===== src/rtl/async_fifo_pkg.sv =====
// Shared constants, pointer type and Gray-code helper for async_fifo.
package async_fifo_pkg;

  localparam int unsigned DEF_DATA_WIDTH = 8;
  localparam int unsigned DEF_ADDR_WIDTH = 3;
  localparam int unsigned GRAY_MAX_W     = 32;

  typedef logic [DEF_ADDR_WIDTH:0] ptr_t;

  // Operates on a wide vector; callers zero-extend and truncate, which preserves the code.
  function automatic logic [GRAY_MAX_W-1:0] bin2gray(input logic [GRAY_MAX_W-1:0] b);
    return b ^ (b >> 1);
  endfunction

endpackage


===== src/rtl/async_fifo_mem.sv =====
// FIFO storage: register array, one synchronous write port, one asynchronous read port.
module async_fifo_mem
  import async_fifo_pkg::*;
#(
  parameter int unsigned DATA_WIDTH = DEF_DATA_WIDTH,
  parameter int unsigned ADDR_WIDTH = DEF_ADDR_WIDTH
) (
  input  logic                  clk,
  input  logic                  we,
  input  logic [ADDR_WIDTH-1:0] waddr,
  input  logic [DATA_WIDTH-1:0] wdata,
  input  logic [ADDR_WIDTH-1:0] raddr,
  output logic [DATA_WIDTH-1:0] rdata
);

  localparam int unsigned DEPTH = 1 << ADDR_WIDTH;

  logic [DATA_WIDTH-1:0] mem [DEPTH];

  always_ff @(posedge clk) begin
    if (we) mem[waddr] <= wdata;
  end

  assign rdata = mem[raddr];

endmodule


===== src/rtl/async_fifo.sv =====
// Single-clock first-word-fall-through FIFO with the dual-clock FIFO's port set.
// Define ASYNC_FIFO_ERR_FLAGS_EN to add sticky overflow/underflow outputs.
module async_fifo
  import async_fifo_pkg::*;
#(
  parameter int unsigned DATA_WIDTH = DEF_DATA_WIDTH,
  parameter int unsigned ADDR_WIDTH = DEF_ADDR_WIDTH
) (
  input  logic                  clk,
  input  logic                  rst,
  input  logic                  wr_en,
  input  logic [DATA_WIDTH-1:0] wr_data,
  output logic                  full,
  input  logic                  rd_en,
  output logic [DATA_WIDTH-1:0] rd_data,
  output logic                  empty
`ifdef ASYNC_FIFO_ERR_FLAGS_EN
  ,
  output logic                  overflow,
  output logic                  underflow
`endif
);

  localparam int unsigned PTR_W = ADDR_WIDTH + 1;

  logic [ADDR_WIDTH:0]   wr_ptr, rd_ptr;
  logic [ADDR_WIDTH:0]   wr_gray, rd_gray;
  logic [ADDR_WIDTH:0]   wr_ptr_nxt, rd_ptr_nxt;
  logic                  wr_acc, rd_acc;
  logic [DATA_WIDTH-1:0] mem_rdata;

  // Flags come straight from registered Gray pointers; wrap bits differ when full.
  assign empty = (wr_gray == rd_gray);
  assign full  = (wr_gray == {~rd_gray[ADDR_WIDTH -: 2], rd_gray[ADDR_WIDTH-2:0]});

  assign wr_acc     = wr_en && !full;
  assign rd_acc     = rd_en && !empty;
  assign wr_ptr_nxt = wr_ptr + PTR_W'(1);
  assign rd_ptr_nxt = rd_ptr + PTR_W'(1);

  always_ff @(posedge clk or posedge rst) begin
    if (rst) begin
      wr_ptr  <= '0;
      wr_gray <= '0;
    end else if (wr_acc) begin
      wr_ptr  <= wr_ptr_nxt;
      wr_gray <= PTR_W'(bin2gray(GRAY_MAX_W'(wr_ptr_nxt)));
    end
  end

  always_ff @(posedge clk or posedge rst) begin
    if (rst) begin
      rd_ptr  <= '0;
      rd_gray <= '0;
    end else if (rd_acc) begin
      rd_ptr  <= rd_ptr_nxt;
      rd_gray <= PTR_W'(bin2gray(GRAY_MAX_W'(rd_ptr_nxt)));
    end
  end

  async_fifo_mem #(
    .DATA_WIDTH (DATA_WIDTH),
    .ADDR_WIDTH (ADDR_WIDTH)
  ) u_mem (
    .clk   (clk),
    .we    (wr_acc),
    .waddr (wr_ptr[ADDR_WIDTH-1:0]),
    .wdata (wr_data),
    .raddr (rd_ptr[ADDR_WIDTH-1:0]),
    .rdata (mem_rdata)
  );

  // Memory is never reset, so stale contents are masked while empty.
  assign rd_data = empty ? '0 : mem_rdata;

`ifdef ASYNC_FIFO_ERR_FLAGS_EN
  always_ff @(posedge clk or posedge rst) begin
    if (rst) begin
      overflow  <= 1'b0;
      underflow <= 1'b0;
    end else begin
      if (wr_en && full)  overflow  <= 1'b1;
      if (rd_en && empty) underflow <= 1'b1;
    end
  end
`endif

endmodule


===== config.mk =====
export PLATFORM = sky130hd
export DESIGN_NAME = async_fifo
export DESIGN_NICKNAME = d
export VERILOG_FILES = /design/src/rtl/async_fifo_pkg.sv /design/src/rtl/async_fifo_mem.sv /design/src/rtl/async_fifo.sv
export SDC_FILE = /design/constraint.sdc
export NUM_CORES = 1
export LEC_CHECK = 0
export ABC_CLOCK_PERIOD_IN_PS = 6550
export BUFFER_PORTS_ARGS = -buffer_cell sky130_fd_sc_hd__buf_2
export CAP_MARGIN = 40
export CORE_ASPECT_RATIO = 1.4
export CORE_UTILIZATION = 45
export CTS_BUF_LIST = sky130_fd_sc_hd__clkbuf_4
export CTS_CLUSTER_DIAMETER = 120
export CTS_CLUSTER_SIZE = 40
export DETAILED_ROUTE_END_ITERATION = 10
export PLACE_DENSITY_LB_ADDON = 0.1
export SYNTH_ARGS = -nofsm -noshare
export SYNTH_HDL_FRONTEND = slang
export SYNTH_SLANG_ARGS = --single-unit

===== constraint.sdc =====
create_clock -name clk -period 6.55 [get_ports clk]
set_clock_uncertainty 0.05 [all_clocks]
set_input_delay 0.655 -clock clk [delete_from_list [all_inputs] [get_ports clk]]
set_output_delay 0.655 -clock clk [all_outputs]
set_load 0.02 [all_outputs]

==> results of run 1 <==
==> placed cells by master (no fill, tap or decap), types with 2 or more instances in the layout <==
cell,count
edfxtp_1,64
mux2i_1,32
buf_2,21
a22oi_1,16
xnor2_1,15
dfrtp_1,13
clkbuf_4,11
and3_1,10
nand2_1,7
buf_4,7
xor2_1,5
mux2_4,4
mux2_1,4
clkinv_2,4
inv_1,3
nand3_1,2
nor2b_1,2
nor3_2,2
nor3_1,2
nor4b_2,2
ha_1,2
==> power groups by stage <==
| stage | Clock [mW] | Sequential, mW | Combinational [mW] |
|---|---|---|---|
| floorplan | 0 | 0.694 | 0.659 |
| global placement | 0 | 0.785 | 0.752 |
| detailed placement | 0 | 0.748 | 0.824 |
| CTS | 0.283 | 0.736 | 0.829 |
| global route | 0.307 | 0.748 | 0.882 |
| finish | 0.275 | 0.735 | 0.814 |
==> stage by stage <==
stage | area [um^2] | std cells
global placement | 3530 | 315
global route | 3710 | 335
CTS | 3710 | 335
detailed placement | 3570 | 319
finish | 3710 | 335
floorplan | 3330 | 208
==> worst reg2reg max path, delay by kind of cell (launching register included) <==
family                 cells  cell delay [ps]
XOR/XNOR                   1              200
AND/OR/NAND/NOR            3              860
flip-flops                 1              440
buffers and inverters      1              270
==> path summary, 6_finish.rpt <==
kind | slack (ps) | start | end | cells after the start
worst max-delay path | 3650 | rd_ptr[0] | rd_data[0] | 4
max in group asynchronous | 5860 | rst | rd_ptr[1] | 2
worst min-delay path | 210 | rst | rd_gray[0] | 2
worst max register to register | 4440 | rd_ptr[3] | u_mem.mem[4][2] | 5
worst min register to register | 480 | wr_gray[1] | wr_gray[1] | 1
min in group clk | 450 | wr_data[4] | u_mem.mem[7][4] | 1
==> sequential cells by signal, indices dropped and copies added (netlist names) <==
signal     flops
rd_gray        3
rd_ptr         4
u_mem.mem     64
wr_gray        3
wr_ptr         4
==> synth_stat cells (all sizes together) <==
library cell   n
edfxtp        64
mux2i         32
a22oi         16
xnor2         15
dfrtp         14
and3          10
nand2          9
buf            8
mux2           8
clkbuf         5
xor2           5
nor3           4
inv            3
ha             2
nand3          2
nand4          2
nor2b          2
nor4b          2
and2           1
nand2b         1
nand4bb        1
nor2           1
nor3b          1
==> logic make-up after synthesis <==
| kind of cell | after synthesis | share of synthesized area |
|---|---|---|
| AO/OA/AOI/OAI | 16 | 0.0361 |
| XOR/XNOR | 20 | 0.0527 |
| adder cells (fa/ha/maj) | 2 | 0.00752 |
| buffers and inverters | 16 | 0.0248 |
| flip-flops | 78 | 0.683 |
| multiplexers | 40 | 0.128 |
| AND/OR/NAND/NOR | 36 | 0.0677 |
==> cell type report <==
| cell class | instances | area (um^2) |
|---|---|---|
| fill | 622 | 3360 |
| sequential | 78 | 2270 |
| multi-input combinational | 114 | 993 |
| timing repair buffer | 29 | 178 |
| tap | 95 | 119 |
| clock buffer | 11 | 82.6 |
| clock inverter | 5 | 50.0 |
| inverter | 3 | 11.3 |
==> metal layers <==
metal / routed length [um] / share of wire / track usage
met5: 0 / 0 / 0
met1: 2490 / 0.40 / 0.210
met2: 3330 / 0.54 / 0.298
met3: 180 / 0.029 / 0.0486
met4: 161 / 0.026 / 0.0876
==> flow_summary.json, run 1 <==
{
  "place_congestion": 0.745,
  "drive_above_1_share": 0.242,
  "cts_tree": "done",
  "setup_tns_ps": 0,
  "cts.sinks": 78,
  "clk_path_buf_depth": 2,
  "hold_ws_ps": 207,
  "p_sw_mw": 0.682,
  "p_leak_nw": 1.42,
  "final_net_count": 249,
  "synth_area_leader_cell": "edfxtp_1",
  "drc": 0,
  "postCtsSetupBuffers": 0,
  "path_delay_family": "simple AND/OR/NAND/NOR gates",
  "grt_max_degree": 32,
  "antenna_found_initial": 0,
  "die_area_mm2": 0.00774,
  "p_int_mw": 1.14,
  "ant_nets": 0,
  "syn_inst": 208,
  "diodes": 0,
  "clockPowerShare": 0.151,
  "cp.arrival_ps": 2190,
  "clkSlewWorstSetupHoldPaths_ps": 110,
  "drt_wl_total_mm": 6.17,
  "synth_seq_cells": 78,
  "htree_num_levels": 3,
  "worst-path-buf-inv": 1,
  "netlist_area_mm2": 0.00333,
  "vias_per_cell": 5.27,
  "holdCritPathClass": "in2async",
  "vdd.ir_drop.worst_v": 0.000235,
  "firstDrtPassIters": 4,
  "worstSetupEndpointType": "primary output",
  "place_ws_ps": 4050,
  "start_util": 0.470,
  "dp_hpwl_mm": 4.17,
  "area_growth_pct": 11.5,
  "fp-row-count": 36,
  "max_slew.worst_pin.slew_ps": 790,
  "synth_top_area_frac": 0.578,
  "p_total_mw": 1.82,
  "die_x_um": 74.7,
  "ys_warn_count": 0,
  "grt_pass1_vias": 1897,
  "setup_viol": 0,
  "path_cells": "nor2b_1 > a22oi_1 > and3_1 > buf_2",
  "seq_power_share": 0.403,
  "rsz0062_at_grt": "false",
  "port-buffer-count": 21,
  "grt.overflow.total": 0,
  "grt_pass1_wl_mm": 9.76,
  "io-pin-count": 22,
  "critPathLaunchType": "flip-flop",
  "min_period_ps": 2900,
  "layout_setup_ws_ps": 3650,
  "vias": 1766,
  "status": "complete, no violations",
  "fp.dieH_um": 104,
  "clk_latency_ps": 420,
  "crit_type": "reg2out",
  "max_stage_delay_ps": 680,
  "cts_resized": 0,
  "synth_area_leaders": "edfxtp_1 (58%), dfrtp_1 (11%), mux2i_1 (9.6%)",
  "cap_violations": 0,
  "max_freq_mhz": 345,
  "slew_violations": 0,
  "grtUsageTotal": 0.180,
  "cts_root_buf": "clkbuf_4",
  "avgSynthCellArea_um2": 16.0,
  "period_share": 0.443,
  "ys_types": 30,
  "p_sw_frac": 0.374,
  "core_mm2": 0.00707,
  "power.density_mw_per_mm2": 492,
  "slew_headroom": 0.472,
  "yosysSeqAreaShare": 0.683,
  "wl_per_cell_um": 18.4,
  "synth_fp_nets": 222,
  "finalHoldViolations": 0,
  "first_iter_violations": 64,
  "final_util": 0.524,
  "cts_made_buffers": 9,
  "comb_power_share": 0.446,
  "required_ps": 5840,
  "cpMaxStageDelayCell": "nor2b_1",
  "cp_max_fo": 8,
  "ctsHoldBuffers": 0
}
Power figures use the tool's default switching activity.
==> run 2: changes to the inputs <==
--- a/config.mk
+++ b/config.mk
@@ -5,7 +5,7 @@
 export SDC_FILE = /design/constraint.sdc
 export NUM_CORES = 1
 export LEC_CHECK = 0
-export ABC_CLOCK_PERIOD_IN_PS = 6550
+export ABC_CLOCK_PERIOD_IN_PS = 2600
 export BUFFER_PORTS_ARGS = -buffer_cell sky130_fd_sc_hd__buf_2
 export CAP_MARGIN = 40
 export CORE_ASPECT_RATIO = 1.4
==> constraint.sdc (replaced) <==
create_clock -name clk -period 2.6 [get_ports clk]
set_clock_uncertainty 0.05 [all_clocks]
set_input_delay 0.26 -clock clk [delete_from_list [all_inputs] [get_ports clk]]
set_output_delay 0.26 -clock clk [all_outputs]
set_load 0.02 [all_outputs]
==> run 2 against run 1 <==
  * Flip-flop and latch count unchanged
  * Register-to-register slack got worse by 3800 ps
  * Highest routed layer unchanged
  * Largest power group unchanged
  * Clock power increased by 100%
  * Critical path depth stayed put
==> flow_summary.json, run 2 (same netlist as run 1, synthesis figures left out) <==
{
  "grt_max_degree": 20,
  "setup_tns_ps": 0,
  "p_leak_nw": 1.41,
  "io-pin-count": 22,
  "rsz0062_at_grt": "false",
  "drive_above_1_share": 0.224,
  "htree_num_levels": 3,
  "final_area_mm2": 0.00369,
  "largest_reg_flops": 64,
  "cp_max_fo": 12,
  "fill_cells": 626,
  "reg_top3": "u_mem.mem x64, rd_ptr x4, wr_ptr x4",
  "status": "complete, no violations",
  "min_period_ps": 2370,
  "port-buffer-count": 21,
  "max_stage_delay_ps": 530,
  "cts.sinks": 78,
  "postCtsSetupBuffers": 0,
  "slew_violations": 0,
  "multi_input_area_um2": 983,
  "wl_per_cell_um": 18.3,
  "grtUsageTotal": 0.186,
  "worstSetupEndpointType": "primary output",
  "finalHoldViolations": 0,
  "ctsHoldBuffers": 1,
  "antenna_found_initial": 0,
  "first_iter_violations": 66,
  "max_slew.worst_pin.slew_ps": 621,
  "ant_nets": 0,
  "firstDrtPassIters": 4,
  "dp_hpwl_mm": 3.93,
  "cp.arrival_ps": 2060,
  "setup_viol": 0,
  "drt_wl_total_mm": 6.22,
  "power.density_mw_per_mm2": 1210,
  "grt_pass1_vias": 1984,
  "cts_root_buf": "clkbuf_4",
  "start_util": 0.470,
  "vias": 1775,
  "holdCritPathClass": "in2reg",
  "cts_made_buffers": 9,
  "cts_resized": 0,
  "required_ps": 2290,
  "grt_pass1_wl_mm": 9.99,
  "final_net_count": 254,
  "grt.overflow.total": 0,
  "diodes": 0,
  "fp-row-count": 36,
  "period_share": 0.912,
  "cap_violations": 0,
  "cpMaxStageDelayCell": "nand4bb_2",
  "slew_headroom": 0.586,
  "critPathLaunchType": "flip-flop",
  "regMostFlops": "u_mem.mem",
  "area_growth_pct": 11.0,
  "die_area_mm2": 0.00774,
  "final_cell_mix": "edfxtp_1 (64), mux2i_1 (32), buf_2 (21), a22oi_1 (16), xnor2_1 (15)",
  "clkSlewWorstSetupHoldPaths_ps": 120,
  "core_mm2": 0.00707,
  "layout_commonest_cell": "edfxtp_1",
  "clk_latency_ps": 410,
  "vias_per_cell": 5.22,
  "place_congestion": 0.756,
  "clk_path_buf_depth": 2,
  "seq_area_mm2": 0.00227,
  "die_x_um": 74.7,
  "crit_type": "reg2out",
  "place_area_mm2": 0.00358,
  "cts_tree": "done",
  "path_cells": "xor2_1 > nand4bb_2 > and3_1 > buf_2",
  "max_freq_mhz": 422,
  "drc": 0,
  "fp.dieH_um": 104,
  "vdd.ir_drop.worst_v": 0.000698
}
run 2: final timing paths:
check,slack [ps],to,cells after the start,start
worst max-delay path,230,rd_data[3],4,rd_ptr[3]
worst min-delay path,60,u_mem.mem[2][4],1,wr_data[4]
worst max register to register,670,rd_gray[1],4,rd_ptr[3]
worst min register to register,480,wr_gray[1],1,wr_gray[1]
max in group asynchronous,1740,rd_ptr[1],3,rst
min in group asynchronous,370,rd_gray[0],3,rst
run 2: through the flow:
stage	util	total power, mW	hold WS, ps	instances	setup slack (ps)
6_report	0.522	4.47	61.0	340	228
5_1_grt	0.522	4.77	35.8	340	132
2_1_floorplan	-	3.41	99.2	208	370
3_5_place_dp	0.507	3.96	284	323	686
3_3_place_gp	0.507	3.92	278	323	694
4_1_cts	0.522	4.54	35.5	340	186
run 2: worst max-delay path: cells and delay by family (launching register included):
family,cells,cell delay [ps]
and+or+nand+nor,2,850
xor gates and xnor gates,1,190
DFF,1,450
buffers and inverters,1,160
run 2: layout make-up:
cell class / instances / share of cell area
Clock buffer: 9 / 0.0183
Clock inverter: 7 / 0.00847
Inverter: 3 / 0.00305
Multi-Input combinational cell: 114 / 0.266
Sequential cell: 78 / 0.616
Tap cell: 95 / 0.0322
Timing Repair Buffer: 34 / 0.0556
run 2: per-layer routing:
layer / global-route usage / up-vias / part of all wire
li1: - / 850 / -
met1: 0.199 / 880 / 0.39
met5: 0 / - / 0
met4: 0.121 / 0 / 0.034
met3: 0.0311 / 15 / 0.023
met2: 0.324 / 30 / 0.56
run 2: power breakdown:
group | switching (mW) | internal [mW] | leakage [nW]
sequential | 0.193 | 1.64 | 0.744
clock | 0.382 | 0.179 | 0.0533
combinational | 1.13 | 0.945 | 0.614
